**config.mk**
```make
export PLATFORM = sky130hd
export DESIGN_NAME = scan_ctrl
export DESIGN_NICKNAME = d
export VERILOG_FILES = /design/src/rtl/scan_pkg.sv /design/src/rtl/scan_shreg.sv /design/src/rtl/scan_ctrl.sv
export SDC_FILE = /design/constraint.sdc
export NUM_CORES = 1
export LEC_CHECK = 0
export ABC_AREA = 1
export CORE_MARGIN = 4
export CORE_UTILIZATION = 45
export DETAILED_ROUTE_END_ITERATION = 8
export HOLD_SLACK_MARGIN = 0.06
export PLACE_DENSITY = 0.74
export SETUP_SLACK_MARGIN = 0.3
export SLEW_MARGIN = 40
export SYNTH_ARGS = -nofsm -noshare
export SYNTH_HDL_FRONTEND = slang
export SYNTH_SLANG_ARGS = --single-unit
```
**constraint.sdc**
```tcl
create_clock -name Clock -period 1.8 [get_ports Clock]
set_clock_uncertainty 0.2 [all_clocks]
set_input_delay 0.36 -clock Clock [delete_from_list [all_inputs] [get_ports Clock]]
set_output_delay 0.36 -clock Clock [all_outputs]
set_load 0.02 [all_outputs]
```
**src/rtl/scan_pkg.sv**
```systemverilog
// scan_pkg: shared state encoding and chain-length limits for the scan controller
package scan_pkg;
  typedef enum logic [2:0] {IDLE, SHIFT_IN, CAPTURE, SHIFT_OUT, DONE} scan_state_t;
  localparam int SCAN_N_MIN = 2;
  localparam int SCAN_N_MAX = 64;
endpackage

```
**src/rtl/scan_shreg.sv**
```systemverilog
// scan_shreg: W-bit shift register with parallel load, LSB serial input, MSB-first serial output
module scan_shreg #(
  parameter int W = 8
) (
  input  logic         clk,
  input  logic         rst_n,
  input  logic         ld_i,
  input  logic [W-1:0] d_i,
  input  logic         sh_i,
  input  logic         si_i,
  output logic [W-1:0] q_o
);
  logic [W-1:0] q_q, q_d;
  // parallel load wins over shift; otherwise hold
  always_comb q_d = ld_i ? d_i : (sh_i ? {q_q[W-2:0], si_i} : q_q);
  // storage
  always_ff @(posedge clk or negedge rst_n)
    if (!rst_n) q_q <= '0;
    else q_q <= q_d;
  assign q_o = q_q;
endmodule

```
**src/rtl/scan_ctrl.sv**
```systemverilog
// scan_ctrl: loads a parallel vector into a scan-mux chain, optionally captures once, unloads it serially
module scan_ctrl
  import scan_pkg::*;
#(
  parameter int N  = 8,
  localparam int CW = $clog2(N + 1)
) (
  input  logic         Clock,
  input  logic         nReset,
  input  logic         Start,
  input  logic         CapEn,
  input  logic [N-1:0] ScanIn,
  input  logic         SDO,
  output logic         Test,
  output logic         Load,
  output logic         SDI,
  output logic         Busy,
  output logic         Done,
  output logic [N-1:0] ScanOut
);
  scan_state_t state_q, state_d;
  logic [CW-1:0] count_q, count_d;
  logic cap_q, cap_d;
  logic test_q, test_d, load_q, load_d, busy_q, busy_d, done_q, done_d;
  logic [N-1:0] scan_out_q, scan_out_d;
  logic [N-1:0] ld_vec, res_vec;
  logic accept, last, unused_bits;

  assign accept = (state_q == IDLE) && Start;
  assign last   = (count_q == CW'(1));

  // load vector drains MSB first onto SDI and backfills zeros, so SDI is 0 once the chain is loaded
  scan_shreg #(.W(N)) u_load (
    .clk(Clock), .rst_n(nReset), .ld_i(accept), .d_i(ScanIn),
    .sh_i(state_q == SHIFT_IN), .si_i(1'b0), .q_o(ld_vec)
  );

  // result collects SDO; the final sample is merged directly into ScanOut so it lines up with Done
  scan_shreg #(.W(N)) u_res (
    .clk(Clock), .rst_n(nReset), .ld_i(1'b0), .d_i('0),
    .sh_i(state_q == SHIFT_OUT), .si_i(SDO), .q_o(res_vec)
  );

  assign unused_bits = ^{ld_vec[N-2:0], res_vec[N-1]};

  // state and registered outputs
  always_ff @(posedge Clock or negedge nReset)
    if (!nReset) begin
      state_q    <= IDLE;
      count_q    <= '0;
      cap_q      <= 1'b0;
      test_q     <= 1'b0;
      load_q     <= 1'b0;
      busy_q     <= 1'b0;
      done_q     <= 1'b0;
      scan_out_q <= '0;
    end else begin
      state_q    <= state_d;
      count_q    <= count_d;
      cap_q      <= cap_d;
      test_q     <= test_d;
      load_q     <= load_d;
      busy_q     <= busy_d;
      done_q     <= done_d;
      scan_out_q <= scan_out_d;
    end

  // next-state: shift phases end on the exact count==1 compare
  always_comb begin
    state_d = state_q;
    case (state_q)
      IDLE:      state_d = Start ? SHIFT_IN : IDLE;
      SHIFT_IN:  state_d = last ? (cap_q ? CAPTURE : SHIFT_OUT) : SHIFT_IN;
      CAPTURE:   state_d = SHIFT_OUT;
      SHIFT_OUT: state_d = last ? DONE : SHIFT_OUT;
      default:   state_d = IDLE;
    endcase
  end

  // outputs are decoded from the next state so they are registered yet aligned with it
  always_comb begin
    cap_d      = accept ? CapEn : cap_q;
    count_d    = (state_d == SHIFT_IN || state_d == SHIFT_OUT)
                 ? ((state_d != state_q) ? CW'(N) : count_q - CW'(1)) : '0;
    test_d     = (state_d == SHIFT_IN) || (state_d == SHIFT_OUT);
    load_d     = (state_d == CAPTURE);
    busy_d     = (state_d == SHIFT_IN) || (state_d == CAPTURE) || (state_d == SHIFT_OUT);
    done_d     = (state_d == DONE);
    scan_out_d = done_d ? {res_vec[N-2:0], SDO} : scan_out_q;
  end

  assign Test    = test_q;
  assign Load    = load_q;
  assign SDI     = ld_vec[N-1];
  assign Busy    = busy_q;
  assign Done    = done_q;
  assign ScanOut = scan_out_q;
endmodule

```
==> impl_results.html, run 1 <==
<table>
<tr><th>Metric</th><th>Value</th></tr>
<tr><th colspan="2">Final layout</th></tr>
<tr><td>Area overhead of the layout relative to synthesis</td><td>32.8%</td></tr>
<tr><td>Count of placed standard cells in the final layout, fillers left out</td><td>~240</td></tr>
<tr><td>Ant. Diodes</td><td>0</td></tr>
<tr><td>Share of layout cells above drive strength 1</td><td>roughly 36%</td></tr>
<tr><td>Filler instances</td><td>around 270</td></tr>
<tr><td># nets final</td><td>approximately 210</td></tr>
<tr><th colspan="2">Place</th></tr>
<tr><td>Dpl hpwl</td><td>2.10 mm</td></tr>
<tr><td>Total instance count after detailed placement</td><td>around 220</td></tr>
<tr><td>Total of buffers placed on input and output ports</td><td>25</td></tr>
<tr><td>Weighted congestion at the end of routability-driven global placement</td><td>0.766</td></tr>
<tr><th colspan="2">Timing</th></tr>
<tr><td>Total Negative Setup Slacks</td><td>0 ps</td></tr>
<tr><td>Final critical-path share of the clock period</td><td>between 80% and 90%</td></tr>
<tr><td>Worst-case headroom to the max-slew limit</td><td>a little over four fifths</td></tr>
<tr><td>Final Setup Violations</td><td>0</td></tr>
<tr><td>Slew @ Worst Pin</td><td>about 250 ps</td></tr>
<tr><td>Highest achievable clock rate</td><td>673 MHz</td></tr>
<tr><td>RSZ-0062 raised after global routing</td><td>true</td></tr>
<tr><td>Minimum clock period</td><td>about 1500 ps</td></tr>
<tr><td>Max-slew violation count</td><td>0</td></tr>
<tr><td>Total count of hold-check failures in the final report</td><td>0</td></tr>
<tr><th colspan="2">Floorplan</th></tr>
<tr><td>Number of ports placed on the die boundary</td><td>26</td></tr>
<tr><td>Initial Util</td><td>between 40% and 50%</td></tr>
<tr><td>Height of the die</td><td>approximately 65 um</td></tr>
<tr><td>Core area</td><td>about 3100 um2</td></tr>
<tr><td>Chip Width</td><td>65.3 um</td></tr>
<tr><td>Number of placement rows</td><td>20</td></tr>
<tr><td>Die ar.</td><td>4260 um2</td></tr>
<tr><th colspan="2">Clock network</th></tr>
<tr><td>Total number of clock tree sinks</td><td>35</td></tr>
<tr><td>H-tree level count</td><td>2</td></tr>
<tr><td>TritonCTS clock tree</td><td>built</td></tr>
<tr><td>Clock insertion delay at the later pin of the skew report</td><td>~340 ps</td></tr>
<tr><td>CTS Buf Count</td><td>5</td></tr>
<tr><td>Maximum count of clock buffers along a single path</td><td>2</td></tr>
<tr><td>Clk Tree Root Cell</td><td>clkbuf_4</td></tr>
<tr><td>Hold-fix buffer count after cts</td><td>0</td></tr>
<tr><td>Clock edge transition at the registers on the reported setup and hold paths</td><td>100 ps</td></tr>
<tr><th colspan="2">Yosys</th></tr>
<tr><td>Most area-consuming cells after synthesis</td><td>dfrtp_1 (59%), nand2_1 (7.4%), inv_1 (5.1%), o21ai_2 (3.6%), nand3_1 (3.4%)</td></tr>
<tr><td>Count of unique library cells instantiated by Yosys</td><td>22</td></tr>
<tr><td>Number of instances in the synthesized netlist</td><td>150</td></tr>
<tr><td>Post-Syn Area</td><td>~1500 um2</td></tr>
<tr><td>Largest area contributor in the netlist</td><td>dfrtp_1</td></tr>
<tr><td>Share of the synthesized area in the top cell type</td><td>59.3%</td></tr>
<tr><td>Synth Register Bits</td><td>35</td></tr>
<tr><td>Sequential cell area fraction in the yosys report</td><td>59.3%</td></tr>
<tr><td>Mapped Nets</td><td>~170</td></tr>
<tr><td>Mapped Avg Cell Area</td><td>about 10 um2</td></tr>
<tr><td>Warning count from the yosys run</td><td>0</td></tr>
<tr><th colspan="2">Drt</th></tr>
<tr><td>Routed length on met1</td><td>between 1 and 1.5 mm</td></tr>
<tr><td>Total wire length</td><td>around 3.2 mm</td></tr>
<tr><td>Number of remaining DRC errors</td><td>0</td></tr>
<tr><td>Vias</td><td>1201</td></tr>
<tr><td>Remaining antenna violation count</td><td>0</td></tr>
<tr><td>WL met3</td><td>201 um</td></tr>
<tr><td>Number of iterations in the first detailed-routing pass</td><td>4</td></tr>
<tr><td>Met2 Routed Length</td><td>between 1.5 and 2 mm</td></tr>
<tr><td>Initial drt markers</td><td>54</td></tr>
<tr><td>Via density</td><td>5.11</td></tr>
<tr><td>Routed len/inst</td><td>13.7 um</td></tr>
<tr><td>Highest signal layer in the routed design</td><td>met4</td></tr>
<tr><th colspan="2">Critical path</th></tr>
<tr><td>Endpoint required time on the critical path</td><td>around 1800 ps</td></tr>
<tr><td>Reg-to-Reg Start</td><td>count_q[1]$_DFF_PN0_</td></tr>
<tr><td>Worst setup SP type</td><td>flip-flop</td></tr>
<tr><td>Minimum setup slack among reg-to-reg paths</td><td>about 310 ps</td></tr>
<tr><td>Category of the worst setup path capture point</td><td>flip-flop</td></tr>
<tr><td>Critical path type</td><td>reg -&gt; reg</td></tr>
<tr><td>R2R Path End</td><td>count_q[2]$_DFF_PN0_</td></tr>
<tr><td>R2r worst-path depth</td><td>7</td></tr>
<tr><td>Signal arrival time at the worst endpoint</td><td>around 1500 ps</td></tr>
<tr><td>Max Fanout on Critical Path</td><td>5</td></tr>
<tr><th colspan="2">Min path</th></tr>
<tr><td>Hold Crit Class</td><td>in -&gt; async</td></tr>
<tr><th colspan="2">Run status</th></tr>
<tr><td>Outcome</td><td>complete, no violations</td></tr>
<tr><th colspan="2">Global route</th></tr>
<tr><td>Maximum number of pins on one net before global-route repair</td><td>36</td></tr>
<tr><td>Vias in the first global route</td><td>roughly 1200</td></tr>
<tr><td>Antenna violations before repair</td><td>0</td></tr>
<tr><td>Global-route wire length before repair</td><td>around 5.0 mm</td></tr>
<tr><td>Total routing usage reported by global routing</td><td>between 15 and 20%</td></tr>
<tr><td>Total gr overflow</td><td>0</td></tr>
<tr><th colspan="2">Job</th></tr>
<tr><td>Max-cap violation count</td><td>0</td></tr>
<tr><th colspan="2">Pwr</th></tr>
<tr><td>Pwr per Cell Area</td><td>around 1800 nW/um2</td></tr>
<tr><td>VDD IR max</td><td>~0.90 mV</td></tr>
<tr><td>Leakage power figure</td><td>around 0.00095 uW</td></tr>
</table>
-- cells by family (layout without fill, tap and decap cells) --
group / Yosys count / count (layout) / share of synthesized area [%]
multiplexers: 1 / 1 / 0.762
flip-flops: 35 / 35 / 59.3
adder cells (fa/ha/maj): 2 / 2 / 1.69
AND/OR/NAND/NOR: 63 / 63 / 20.1
XOR/XNOR: 1 / 1 / 0.593
AO/OA/AOI/OAI: 22 / 22 / 10.4
buffers and inverters: 26 / 67 / 7.20
-- cell usage after synthesis --
cell and n:
clkbuf_1 1, inv_2 3, a31oi_1 2, o21ai_2 6, dfrtp_1 35, nor2_8 1, o21ai_0 7, nand3_2 1
buf_6 1, mux2_1 1, buf_2 1, nand2_2 2, xnor2_1 1, o22ai_1 3, nand3_1 10, inv_1 20
nor2_1 12, nand4_1 5, o221ai_1 4, ha_1 2, nor2_2 3, nand2_1 29
-- cell type report --
cell class | instances | area [um2] | share of cell area [%]
clock buffer | 6 | 51.3 | 2.61
timing repair buffer | 37 | 292 | 14.9
tap | 44 | 55.1 | 2.81
multi-input combinational | 89 | 591 | 30.1
clock inverter | 1 | 5.00 | 0.255
inverter | 23 | 88.8 | 4.53
sequential | 35 | 880 | 44.8
-- state kept, by name (all words and copies together), names as in the netlist --
register,count
Done,1
count_q,4
u_res.q_o,7
ScanOut,8
state_q,3
Load,1
u_load.q_o,8
Busy,1
Test,1
cap_q,1
-- worst max path at each step --
stage | from | to | depth (start not counted)
6_report | count_q[1]$_DFF_PN0_ | count_q[2]$_DFF_PN0_ | 7
5_1_grt | state_q[2]$_DFF_PN0_ | count_q[2]$_DFF_PN0_ | 7
4_1_cts | state_q[1]$_DFF_PN0_ | cap_q$_DFFE_PN0P_ | 4
3_5_place_dp | Start | u_load.q_o[2]$_DFFE_PN0P_ | 5
3_3_place_gp | Start | cap_q$_DFFE_PN0P_ | 4
2_1_floorplan | state_q[2]$_DFF_PN0_ | cap_q$_DFFE_PN0P_ | 4
-- power breakdown --
| group | leakage [uW] | switching [uW] | internal, uW | total (uW) |
|---|---|---|---|---|
| clock network | 0.0000341 | 251 | 181 | 432 |
| registers | 0.000430 | 220 | 1140 | 1360 |
| logic | 0.000481 | 1060 | 696 | 1750 |
| total | 0.000945 | 1530 | 2010 | 3540 |
-- stage by stage --
stage          utilization (%)  total power (uW)  cell area [um2]  setup WS (ps)  hold slack (ps)
6_report                  63.2              3540             1960            313              175
5_1_grt                   63.2              3790             1960            255              176
4_1_cts                   59.6              3260             1850            292              178
3_5_place_dp              58.9              2890             1830           30.9              270
3_3_place_gp              58.9              2810             1830           75.2              260
2_1_floorplan                -              2320             1490            300             -136
-- metal layers --
metal / up-vias / GRT usage (%)
li1: 571 / -
met1: 586 / 17.5
met2: 39 / 26.0
met3: 5 / 4.79
met4: 0 / 6.48
met5: - / 0
-- placed cells by master (no fill, tap or decap), drive strengths merged --
| cell type | n |
|---|---|
| clkinv | 1 |
| dfrtp | 35 |
| o22ai | 3 |
| nor2 | 16 |
| o21ai | 13 |
| clkbuf | 6 |
| buf | 25 |
| nand2 | 31 |
| clkdlybuf4s50 | 12 |
| inv | 23 |
| xnor2 | 1 |
| nand3 | 11 |
| a31oi | 2 |
| nand4 | 5 |
| ha | 2 |
| mux2 | 1 |
| o221ai | 4 |
-- worst max-delay path, cell delays in order (launching register included) --
cell	delay (ps)
dfrtp_1	380
inv_2	90
ha_4	180
nand3_1	110
nand2_2	130
nand3_4	110
nand3_4	120
nor2_2	50
-- repair_timing --
item	in CTS	in global routing
gates cloned	0	0
endpoints found under the setup margin	32	21
pin swaps	1	8
resized for setup	60	20
buffers inserted	1	6
No activity file was read; power rests on OpenSTA's default activity.
==> run 2: changes to the inputs <==
--- a/config.mk
+++ b/config.mk
@@ -10,7 +10,7 @@
 export CORE_UTILIZATION = 45
 export DETAILED_ROUTE_END_ITERATION = 8
 export HOLD_SLACK_MARGIN = 0.06
-export PLACE_DENSITY = 0.74
+export PLACE_DENSITY = 0.77
 export SETUP_SLACK_MARGIN = 0.3
 export SLEW_MARGIN = 40
 export SYNTH_ARGS = -nofsm -noshare
==> constraint.sdc (replaced) <==
create_clock -name Clock -period 1.3 [get_ports Clock]
set_clock_uncertainty 0.2 [all_clocks]
set_input_delay 0.26 -clock Clock [delete_from_list [all_inputs] [get_ports Clock]]
set_output_delay 0.26 -clock Clock [all_outputs]
set_load 0.02 [all_outputs]
==> impl_results.html, run 2 (same netlist as run 1, synthesis figures left out) <==
<table>
<tr><th>Metric</th><th>Value</th></tr>
<tr><th colspan="2">Global route</th></tr>
<tr><td>Global-route wire length before repair</td><td>about 6.6 mm</td></tr>
<tr><td>Total routing usage reported by global routing</td><td>roughly a fifth</td></tr>
<tr><td>Total gr overflow</td><td>0</td></tr>
<tr><td>Maximum number of pins on one net before global-route repair</td><td>36</td></tr>
<tr><td>Vias in the first global route</td><td>around 1400</td></tr>
<tr><td>Antenna violations before repair</td><td>0</td></tr>
<tr><th colspan="2">Clock network</th></tr>
<tr><td>Clk Tree Root Cell</td><td>clkbuf_4</td></tr>
<tr><td>CTS Buf Count</td><td>5</td></tr>
<tr><td>TritonCTS clock tree</td><td>built</td></tr>
<tr><td>Total number of clock tree sinks</td><td>35</td></tr>
<tr><td>Hold-fix buffer count after cts</td><td>0</td></tr>
<tr><td>H-tree level count</td><td>2</td></tr>
<tr><td>Clock insertion delay at the later pin of the skew report</td><td>roughly 340 ps</td></tr>
<tr><td>Clock edge transition at the registers on the reported setup and hold paths</td><td>100 ps</td></tr>
<tr><td>Maximum count of clock buffers along a single path</td><td>2</td></tr>
<tr><th colspan="2">Timing</th></tr>
<tr><td>Max-slew violation count</td><td>0</td></tr>
<tr><td>Slack of the critical path</td><td>-219 ps</td></tr>
<tr><td>Final critical-path share of the clock period</td><td>117%</td></tr>
<tr><td>Highest achievable clock rate</td><td>658 MHz</td></tr>
<tr><td>Total Negative Setup Slacks</td><td>-5890 ps</td></tr>
<tr><td>Worst-case headroom to the max-slew limit</td><td>about 83%</td></tr>
<tr><td>Total count of hold-check failures in the final report</td><td>0</td></tr>
<tr><td>Minimum clock period</td><td>between 1500 and 2000 ps</td></tr>
<tr><td>Final Setup Violations</td><td>between 40 and 50</td></tr>
<tr><td>Slew @ Worst Pin</td><td>between 200 and 300 ps</td></tr>
<tr><td>RSZ-0062 raised after global routing</td><td>true</td></tr>
<tr><th colspan="2">Final layout</th></tr>
<tr><td>Core occupancy in the finished layout</td><td>approximately four fifths</td></tr>
<tr><td>Commonest cells after routing, fill and taps aside</td><td>dfrtp_1 (33), buf_4 (27), buf_6 (24)</td></tr>
<tr><td># nets final</td><td>roughly 230</td></tr>
<tr><td>Area overhead of the layout relative to synthesis</td><td>65.1%</td></tr>
<tr><td>Count of placed standard cells in the final layout, fillers left out</td><td>264</td></tr>
<tr><td>Share of layout cells above drive strength 1</td><td>between 50% and 60%</td></tr>
<tr><td>Filler instances</td><td>between 200 and 250</td></tr>
<tr><td>Most common cell after layout, fill and taps aside</td><td>dfrtp_1</td></tr>
<tr><td>Ant. Diodes</td><td>0</td></tr>
<tr><th colspan="2">Drt</th></tr>
<tr><td>Initial drt markers</td><td>70</td></tr>
<tr><td>Remaining antenna violation count</td><td>0</td></tr>
<tr><td>Number of iterations in the first detailed-routing pass</td><td>4</td></tr>
<tr><td>Via density</td><td>about 5.1</td></tr>
<tr><td>Number of remaining DRC errors</td><td>0</td></tr>
<tr><td>Vias</td><td>about 1300</td></tr>
<tr><td>Total wire length</td><td>4.41 mm</td></tr>
<tr><td>Routed len/inst</td><td>around 17 um</td></tr>
<tr><th colspan="2">Critical path</th></tr>
<tr><td>Critical path type</td><td>reg -&gt; reg</td></tr>
<tr><td>R2r worst-path depth</td><td>5</td></tr>
<tr><td>CP max-delay cell</td><td>dfrtp_2</td></tr>
<tr><td>Levels on crit path</td><td>5</td></tr>
<tr><td>CP cell instances</td><td>nor2_4 -&gt; nand3_4 -&gt; buf_4 -&gt; o22ai_2 -&gt; nor2_1</td></tr>
<tr><td>Endpoint required time on the critical path</td><td>1330 ps</td></tr>
<tr><td>Category of the worst setup path capture point</td><td>flip-flop</td></tr>
<tr><td>Worst setup SP type</td><td>flip-flop</td></tr>
<tr><td>Max Fanout on Critical Path</td><td>4</td></tr>
<tr><td>Longest individual stage delay on the worst path</td><td>about 490 ps</td></tr>
<tr><td>Signal arrival time at the worst endpoint</td><td>between 1500 and 2000 ps</td></tr>
<tr><td>Kind of cell adding the most delay to the critical path</td><td>flip-flops</td></tr>
<tr><td>Number of buffer and inverter instances along the worst setup path</td><td>1</td></tr>
<tr><th colspan="2">Pwr</th></tr>
<tr><td>Net switching fraction of the power</td><td>about two fifths</td></tr>
<tr><td>Internal power</td><td>3730 uW</td></tr>
<tr><td>Combinational group share of total power</td><td>about 59%</td></tr>
<tr><td>Power dissipated by switching net loads</td><td>around 2700 uW</td></tr>
<tr><td>Sequential power share</td><td>30.1%</td></tr>
<tr><td>Proportion of power drawn by the clock network</td><td>10.5%</td></tr>
<tr><td>VDD IR max</td><td>1.33 mV</td></tr>
<tr><td>Leakage power figure</td><td>roughly 0.0012 uW</td></tr>
<tr><td>Pwr per Cell Area</td><td>about 2600 nW/um2</td></tr>
<tr><th colspan="2">Job</th></tr>
<tr><td>Max-cap violation count</td><td>0</td></tr>
<tr><th colspan="2">Place</th></tr>
<tr><td>Dpl hpwl</td><td>roughly 2.2 mm</td></tr>
<tr><td>Weighted congestion at the end of routability-driven global placement</td><td>between 0.7 and 0.8</td></tr>
<tr><td>Total instance count after detailed placement</td><td>236</td></tr>
<tr><td>Post-placement setup slack</td><td>-401 ps</td></tr>
<tr><td>Total of buffers placed on input and output ports</td><td>25</td></tr>
<tr><th colspan="2">Floorplan</th></tr>
<tr><td>Core area</td><td>3100 um2</td></tr>
<tr><td>Height of the die</td><td>approximately 65 um</td></tr>
<tr><td>Chip Width</td><td>roughly 65 um</td></tr>
<tr><td>Number of ports placed on the die boundary</td><td>26</td></tr>
<tr><td>Die ar.</td><td>4260 um2</td></tr>
<tr><td>Initial Util</td><td>between 40% and 50%</td></tr>
<tr><td>Number of placement rows</td><td>20</td></tr>
<tr><th colspan="2">Run status</th></tr>
<tr><td>Failing checks</td><td>negative setup slack</td></tr>
<tr><td>Outcome</td><td>finished with violations</td></tr>
<tr><th colspan="2">Min path</th></tr>
<tr><td>Hold Crit Class</td><td>in -&gt; async</td></tr>
</table>
run 2: changes by cell type in the layout (fill, tap and decap cells not counted), moves of 4 or more:
cell	previous run	this run
o221ai_1	4	0
buf_2	13	0
nand3_2	1	6
buf_4	10	27
buf_6	1	24
o221ai_2	0	4
nand3_1	8	2
run 2: final cells by class:
class                           count  area [um2]  area share, %
Sequential cell                    35         878           36.0
Multi-Input combinational cell     89         711           29.1
Tap cell                           44        55.1           2.26
Timing Repair Buffer               65         633           25.9
Clock buffer                        8        68.8           2.82
Inverter                           23        93.8           3.85
run 2: layer usage:
layer	share of wire, %	track usage, %	vias up
met5	0	0	-
met4	3.4	9.33	0
met3	5.4	7.35	15
met2	55	38.8	49
met1	36	20.5	655
li1	-	-	630
run 2: power by group through the flow:
stage	logic [uW]	registers [uW]	clock network [uW]
2_1_floorplan	1260	2070	0
6_report	3790	1930	669
5_1_grt	4080	1980	748
3_5_place_dp	2570	1860	0
3_3_place_gp	2450	1850	0
4_1_cts	3260	1880	675
run 2: timing repair:
action / CTS / global route
gates cloned: 1 / 0
endpoints found under the setup margin: 48 / 48
pin swaps: 5 / 7
buffers inserted: 14 / 5
gates resized for setup: 107 / 25
run 2: worst paths after layout:
check | from | end | slack, ps
max | state_q[0]$_DFF_PN0_ | u_load.q_o[6]$_DFFE_PN0P_ | -220
min | nReset | Test$_DFF_PN0_ | 80
max reg2reg | state_q[0]$_DFF_PN0_ | u_load.q_o[6]$_DFFE_PN0P_ | -220
min reg2reg | u_res.q_o[3]$_DFFE_PN0N_ | u_res.q_o[4]$_DFFE_PN0N_ | 290
max in group asynchronous | nReset | state_q[2]$_DFF_PN0_ | 620
min in group Clock | SDO | ScanOut[0]$_DFFE_PN0P_ | 290
run 2: through the flow:
step,hold WS (ps),power [uW],area [um2]
2_1_floorplan,-236,3330,1530
3_3_place_gp,263,4290,1970
3_5_place_dp,274,4440,1970
4_1_cts,75.5,5820,2300
5_1_grt,80.0,6810,2440
6_report,76.9,6390,2440
run 2: worst register-to-register path, cell delays in order (launching register included):
cell     delay (ps)
dfrtp_2         490
nor2_4          170
nand3_4         110
buf_4           180
o22ai_2         180
nor2_1           80
